===== src/rtl/bus_arb_pkg.sv =====
// Shared constants for the datapath bus arbiter: select codes, widths and the FSM state type.
package bus_arb_pkg;

  localparam int SEL_W  = 5;
  localparam int HOLD_W = 4;

  localparam logic [SEL_W-1:0] SEL_NONE   = 5'd0;
  localparam logic [SEL_W-1:0] SEL_R0     = 5'd1;
  localparam logic [SEL_W-1:0] SEL_R1     = 5'd2;
  localparam logic [SEL_W-1:0] SEL_R2     = 5'd3;
  localparam logic [SEL_W-1:0] SEL_R3     = 5'd4;
  localparam logic [SEL_W-1:0] SEL_R4     = 5'd5;
  localparam logic [SEL_W-1:0] SEL_R5     = 5'd6;
  localparam logic [SEL_W-1:0] SEL_R6     = 5'd7;
  localparam logic [SEL_W-1:0] SEL_R7     = 5'd8;
  localparam logic [SEL_W-1:0] SEL_R8     = 5'd9;
  localparam logic [SEL_W-1:0] SEL_R9     = 5'd10;
  localparam logic [SEL_W-1:0] SEL_R10    = 5'd11;
  localparam logic [SEL_W-1:0] SEL_R11    = 5'd12;
  localparam logic [SEL_W-1:0] SEL_R12    = 5'd13;
  localparam logic [SEL_W-1:0] SEL_R13    = 5'd14;
  localparam logic [SEL_W-1:0] SEL_R14    = 5'd15;
  localparam logic [SEL_W-1:0] SEL_R15    = 5'd16;
  localparam logic [SEL_W-1:0] SEL_HI     = 5'd17;
  localparam logic [SEL_W-1:0] SEL_LO     = 5'd18;
  localparam logic [SEL_W-1:0] SEL_ZHI    = 5'd19;
  localparam logic [SEL_W-1:0] SEL_ZLO    = 5'd20;
  localparam logic [SEL_W-1:0] SEL_PC     = 5'd21;
  localparam logic [SEL_W-1:0] SEL_MDR    = 5'd22;
  localparam logic [SEL_W-1:0] SEL_INPORT = 5'd23;
  localparam logic [SEL_W-1:0] SEL_CSIGN  = 5'd24;
  localparam logic [SEL_W-1:0] SEL_Y      = 5'd25;
  localparam logic [SEL_W-1:0] SEL_IR     = 5'd26;
  localparam logic [SEL_W-1:0] SEL_MAR    = 5'd27;

  typedef enum logic {
    IDLE = 1'b0,
    OWN  = 1'b1
  } arbState_t;

endpackage


===== src/rtl/bus_select_arbiter_rr_pick.sv =====
// Combinational round-robin picker: first request at or after ptr, wrapping, optionally skipping one index.
// Zero latency; no flow control of its own.
module rr_pick #(
  parameter int N  = 27,
  parameter int IW = 5
) (
  input  logic [N-1:0]  reqVec,
  input  logic [IW-1:0] ptr,
  input  logic          exclEn,
  input  logic [IW-1:0] excl,
  output logic [N-1:0]  winOh,
  output logic [IW-1:0] winIdx,
  output logic          winVld
);

  localparam logic [IW:0] N_W = (IW+1)'(N);

  logic [N-1:0]  cand;
  logic [N-1:0]  rot;
  logic [IW-1:0] off;
  logic [IW:0]   sum;

  always_comb begin
    cand = reqVec;
    for (int i = 0; i < N; i++) begin
      if (exclEn && (excl == IW'(i))) cand[i] = 1'b0;
    end
  end

  // Rotating right by ptr puts the highest-priority candidate at bit 0.
  assign rot = N'({cand, cand} >> ptr);

  always_comb begin
    winVld = 1'b0;
    off    = '0;
    for (int i = 0; i < N; i++) begin
      if (!winVld && rot[i]) begin
        winVld = 1'b1;
        off    = IW'(i);
      end
    end
  end

  always_comb begin
    sum = {1'b0, ptr} + {1'b0, off};
    if (sum >= N_W) sum = sum - N_W;
    winIdx = IW'(sum);
  end

  always_comb begin
    winOh = '0;
    for (int i = 0; i < N; i++) begin
      winOh[i] = winVld && (winIdx == IW'(i));
    end
  end

endmodule


===== src/rtl/bus_select_arbiter.sv =====
// Round-robin bus arbiter with per-grant tenure limit driving the bus mux select; 1-cycle registered latency.
// Requesters hold req until done; BUS_PRIO_EN adds PRIO_MASK sources that win and preempt.
module bus_select_arbiter #(
  parameter int                 NUM_SRC   = 27,
  parameter int                 SEL_W     = 5,
  parameter int                 MAX_HOLD  = 4,
  parameter logic [NUM_SRC-1:0] PRIO_MASK = '0
) (
  input  logic               clk,
  input  logic               clr,
  input  logic [NUM_SRC-1:0] req,
  output logic [NUM_SRC-1:0] grant,
  output logic [SEL_W-1:0]   select_signal,
  output logic               bus_busy,
  output logic               grant_start
);

  import bus_arb_pkg::*;

  localparam logic [HOLD_W-1:0] HOLD_LAST = HOLD_W'(MAX_HOLD - 1);
  localparam logic [SEL_W-1:0]  LAST_IDX  = SEL_W'(NUM_SRC - 1);

  arbState_t          state, nState;
  logic [HOLD_W-1:0]  holdCnt, nHold;
  logic [SEL_W-1:0]   rrPtr, nPtr, nSel;
  logic [NUM_SRC-1:0] nGrant;
  logic               nStart;
  logic               takeWin;

  logic [SEL_W-1:0]   ownerIdx;
  logic               ownerReq;
  logic               exclEn;

  logic [NUM_SRC-1:0] rrOh, winOh;
  logic [SEL_W-1:0]   rrIdx, winIdx;
  logic               rrVld, winVld;
  logic               preempt;

  assign ownerIdx = select_signal - SEL_W'(1);
  assign ownerReq = |(req & grant);
  assign exclEn   = (state == OWN);

  rr_pick #(.N(NUM_SRC), .IW(SEL_W)) uRrPick (
    .reqVec (req),
    .ptr    (rrPtr),
    .exclEn (exclEn),
    .excl   (ownerIdx),
    .winOh  (rrOh),
    .winIdx (rrIdx),
    .winVld (rrVld)
  );

`ifdef BUS_PRIO_EN
  logic [NUM_SRC-1:0] prOh;
  logic [SEL_W-1:0]   prIdx;
  logic               prVld;

  rr_pick #(.N(NUM_SRC), .IW(SEL_W)) uPrioPick (
    .reqVec (req & PRIO_MASK),
    .ptr    (rrPtr),
    .exclEn (exclEn),
    .excl   (ownerIdx),
    .winOh  (prOh),
    .winIdx (prIdx),
    .winVld (prVld)
  );

  // Priority candidates shadow the full round-robin whenever any exist.
  assign winOh   = prVld ? prOh  : rrOh;
  assign winIdx  = prVld ? prIdx : rrIdx;
  assign winVld  = prVld | rrVld;
  assign preempt = prVld && (state == OWN) && !(|(grant & PRIO_MASK));
`else
  logic unusedPrioMask;

  assign unusedPrioMask = ^PRIO_MASK;
  assign winOh   = rrOh;
  assign winIdx  = rrIdx;
  assign winVld  = rrVld;
  assign preempt = 1'b0;
`endif

  always_comb begin
    nState  = state;
    nGrant  = grant;
    nSel    = select_signal;
    nHold   = holdCnt;
    nPtr    = rrPtr;
    nStart  = 1'b0;
    takeWin = 1'b0;

    case (state)
      IDLE: takeWin = winVld;
      OWN: begin
        if (!ownerReq || preempt) begin
          if (winVld) begin
            takeWin = 1'b1;
          end else begin
            nState = IDLE;
            nGrant = '0;
            nSel   = SEL_W'(SEL_NONE);
            nHold  = '0;
          end
        end else if (holdCnt != HOLD_LAST) begin
          nHold = holdCnt + HOLD_W'(1);
        end else if (winVld) begin
          takeWin = 1'b1;
        end
        // Tenure expired with nobody else waiting: keep the bus, hold_cnt stays saturated.
      end
      default: nState = IDLE;
    endcase

    if (takeWin) begin
      nState = OWN;
      nGrant = winOh;
      nSel   = winIdx + SEL_W'(1);
      nStart = 1'b1;
      nHold  = '0;
      nPtr   = (winIdx == LAST_IDX) ? '0 : winIdx + SEL_W'(1);
    end
  end

  always_ff @(posedge clk) begin
    if (!clr) begin
      state         <= IDLE;
      holdCnt       <= '0;
      rrPtr         <= '0;
      grant         <= '0;
      select_signal <= '0;
      bus_busy      <= 1'b0;
      grant_start   <= 1'b0;
    end else begin
      state         <= nState;
      holdCnt       <= nHold;
      rrPtr         <= nPtr;
      grant         <= nGrant;
      select_signal <= nSel;
      bus_busy      <= (nState == OWN);
      grant_start   <= nStart;
    end
  end

endmodule

===== config.mk =====
export PLATFORM = sky130hd
export DESIGN_NAME = bus_select_arbiter
export DESIGN_NICKNAME = d
export VERILOG_FILES = /design/src/rtl/bus_arb_pkg.sv /design/src/rtl/bus_select_arbiter_rr_pick.sv /design/src/rtl/bus_select_arbiter.sv
export SDC_FILE = /design/constraint.sdc
export NUM_CORES = 1
export LEC_CHECK = 0
export CAP_MARGIN = 20
export CORE_ASPECT_RATIO = 2
export CORE_UTILIZATION = 60
export CTS_BUF_LIST = sky130_fd_sc_hd__clkbuf_2 sky130_fd_sc_hd__clkbuf_4 sky130_fd_sc_hd__clkbuf_8
export DETAILED_ROUTE_END_ITERATION = 6
export PLACE_DENSITY = 0.92
export SLEW_MARGIN = 30
export SYNTH_ARGS = -nofsm -noshare
export SYNTH_HDL_FRONTEND = slang
export SYNTH_SLANG_ARGS = --single-unit
export TNS_END_PERCENT = 10

===== constraint.sdc =====
create_clock -name clk -period 9.07 [get_ports clk]
set_clock_uncertainty 0.15 [all_clocks]
set_input_delay 2.721 -clock clk [delete_from_list [all_inputs] [get_ports clk]]
set_output_delay 2.721 -clock clk [all_outputs]
set_load 0.005 [all_outputs]

==> qor.csv <==
metric;value;unit
status;finished, violations left;
violated checks;design-rule violations;
Yosys cell types;82;
sequential area share after synthesis;15.4;%
CP arrival;8.93;ns
critical path type;in -> reg;
Pleak;2.55;nW
final WL;24.8;mm
die area;9740;um2
cts hold-fix bufs;0;
async set-reset flop share out of synthesis;0;%
clock slew seen by the registers of the worst setup and hold paths;0.09;ns
Placed Area;6440;um2
min-delay worst type;reg -> reg;
Synth-to-Final Area Change;17.8;%
commonest cells in the netlist;nand2_1, mux2i_1, dfxtp_1;
critical path data required time;9.16;ns
max-slew violations;0;
Fillers;681;
Hold Vio Cnt, Final;0;
largest net degree at the start of global routing;56;
dpl cells;847;
initial antenna violation count;0;
worst-margin pin slew;1.01;ns
min Tclk post-route;8.84;ns
post-synth top area cell;dfxtp_1;
Nets;797;
Rel. slew slack;32.5;%
CTS tree;built;
Mapped Cells;691;
final setup fails;0;
Crit Path Max Fanout;7;
vias in the first global route;6644;
DRC;1;
Setup crit end kind;flop;
die width;70.3;um
Hold Path Stages;1;
Post-synth EDFFs;0;
Vias;6713;
leading post-synthesis cells by cell area;dfxtp_1, mux2i_1, mux4_2;
share of the synthesized area in the top cell type;15.4;%
worst-case reg-to-reg path depth;25;
I/O Pins;63;
per-cell routed wire length;28.9;um
layout cells sized above 1;15.2;%
Worst Setup Start Kind;primary input;
DRT antenna net count;0;
Sum Neg Setup Slack;0;ns
Port Buf Inserts;62;
#FFs+latches synth;43;
M3 GR Usage;19.2;%
setup ws final;0.235;ns
maxcap violations;0;
H-Tree Level Count;2;
top_reg_cell synth;dfxtp_1;
DRT Pass-1 Iters;7;
via density per instance;7.82;
Clock Root Buffer;clkbuf_8;
warnings from Yosys;0;
cell with the most instances after synthesis;nand2_1;
ANT cells;0;
synthesized net count;733;
first-pass GRT wire length;38.5;mm
DR iter-0 viols;685;
Vert. Die Dim;139;um
Core Util, Final;73.1;%
Core ar.;9010;um2
met2 usage in global routing;83.8;%
Post-Synthesis Mean Instance Area;8.09;um2
Max Buffers Root-to-Sink;2;
GR peak layer;met2;
finished layout cell area;6590;um2
Mapped Area;5590;um2
Tcrit/Tclk final;97.4;%
Total Power;2.60;mW
pre-CTS setup slack;0.0931;ns
GR Layer Usage met1;48.6;%
Fmax;113;MHz
Rows;49;
total gr overflow;0;
Starting Density;62.1;%
Setup crit start;req[25];
CTS sink count;43;
Final Wtd Congestion;1.07;
Skew-Pair Late Insertion Delay;0.31;ns
Post-DP HPWL;18.7;mm
hold wc startpoint;holdCnt[3];
All-Layer GR Usage;51.8;%
RR Startpoint;select_signal[4];
worst vdd ir;0.000443;V
Pwr Density;394;nW/um2
Fin Hold WS;0.332;ns
CTS Buf Count;5;
fin cells;858;
area by class of cell:
type	count	area [um2]	share of cell area, %
inverter	13	48.8	0.741
clock buffer	5	68.8	1.04
timing repair buffer	107	953	14.5
tap	102	128	1.94
clock inverter	3	23.8	0.361
sequential	43	862	13.1
multi-input combinational	585	4500	68.4
metal layers:
layer  vias to the layer above  routed length, um
li1                       2836                  -
met3                       220               2360
met2                       531              11800
met4                         0               3000
met1                      3126               7640
met5                         -                  0
final timing paths:
path                                   end  slack, ns
worst max-delay path              rrPtr[4]       0.23
worst min-delay path            holdCnt[3]       0.33
worst max register to register    rrPtr[4]       1.84
worst min register to register  holdCnt[3]       0.33
layout by cell type (no fill, tap or decap), types with 20 or more instances in the layout:
cell type        synthesis  layout
a21oi_1                 29      29
buf_4                    1      45
clkdlybuf4s50_1          0      61
dfxtp_1                 43      42
mux2i_1                 57      55
mux4_2                  20      20
nand2_1                 68      68
nand3_1                 20      20
nand3b_1                32      32
nor2_1                  40      39
o21ai_0                 42      41
critical path: stages:
cell             delay (ns)
clkdlybuf4s50_1        0.58
mux2i_1                0.20
a31oi_1                0.17
or2_2                  0.42
a32o_1                 0.33
a21oi_1                0.42
o221ai_1               0.22
or2_2                  0.36
a211oi_1               0.27
o311ai_0               0.24
nand4_1                0.15
ha_1                   0.17
inv_1                  0.05
fa_1                   0.47
inv_1                  0.06
ha_1                   0.21
o2111ai_1              0.25
nand2_1                0.16
mux2i_1                0.23
inv_1                  0.10
ha_1                   0.23
nor3b_1                0.14
ha_1                   0.29
nand2b_1               0.16
nand2b_1               0.19
mux2i_1                0.13
timing repair:
| action | 4_1_cts | 5_1_grt |
|---|---|---|
| buffers inserted | 0 | 3 |
| setup endpoints to repair | 0 | 18 |
| gates resized for setup | 0 | 7 |
power by group:
part / internal (mW) / switching (mW)
registers: 0.225 / 0.0525
logic: 0.878 / 1.31
clock network: 0.0551 / 0.0758
flip-flops by register name (all words and copies together) (netlist names):
register	count
exclEn	1
grant	27
holdCnt	4
select_signal	5
grant_start	1
rrPtr	5
cells by family after synthesis:
| kind of cell | Yosys count | synth area share, % |
|---|---|---|
| flops | 43 | 15.4 |
| fa+ha+maj | 13 | 3.04 |
| simple gates | 256 | 26.3 |
| buf+inv | 63 | 4.90 |
| compound gates | 215 | 27.7 |
| mux | 91 | 21.1 |
| xor+xnor | 10 | 1.57 |
Note: power is estimated with default switching activity, not from simulation.
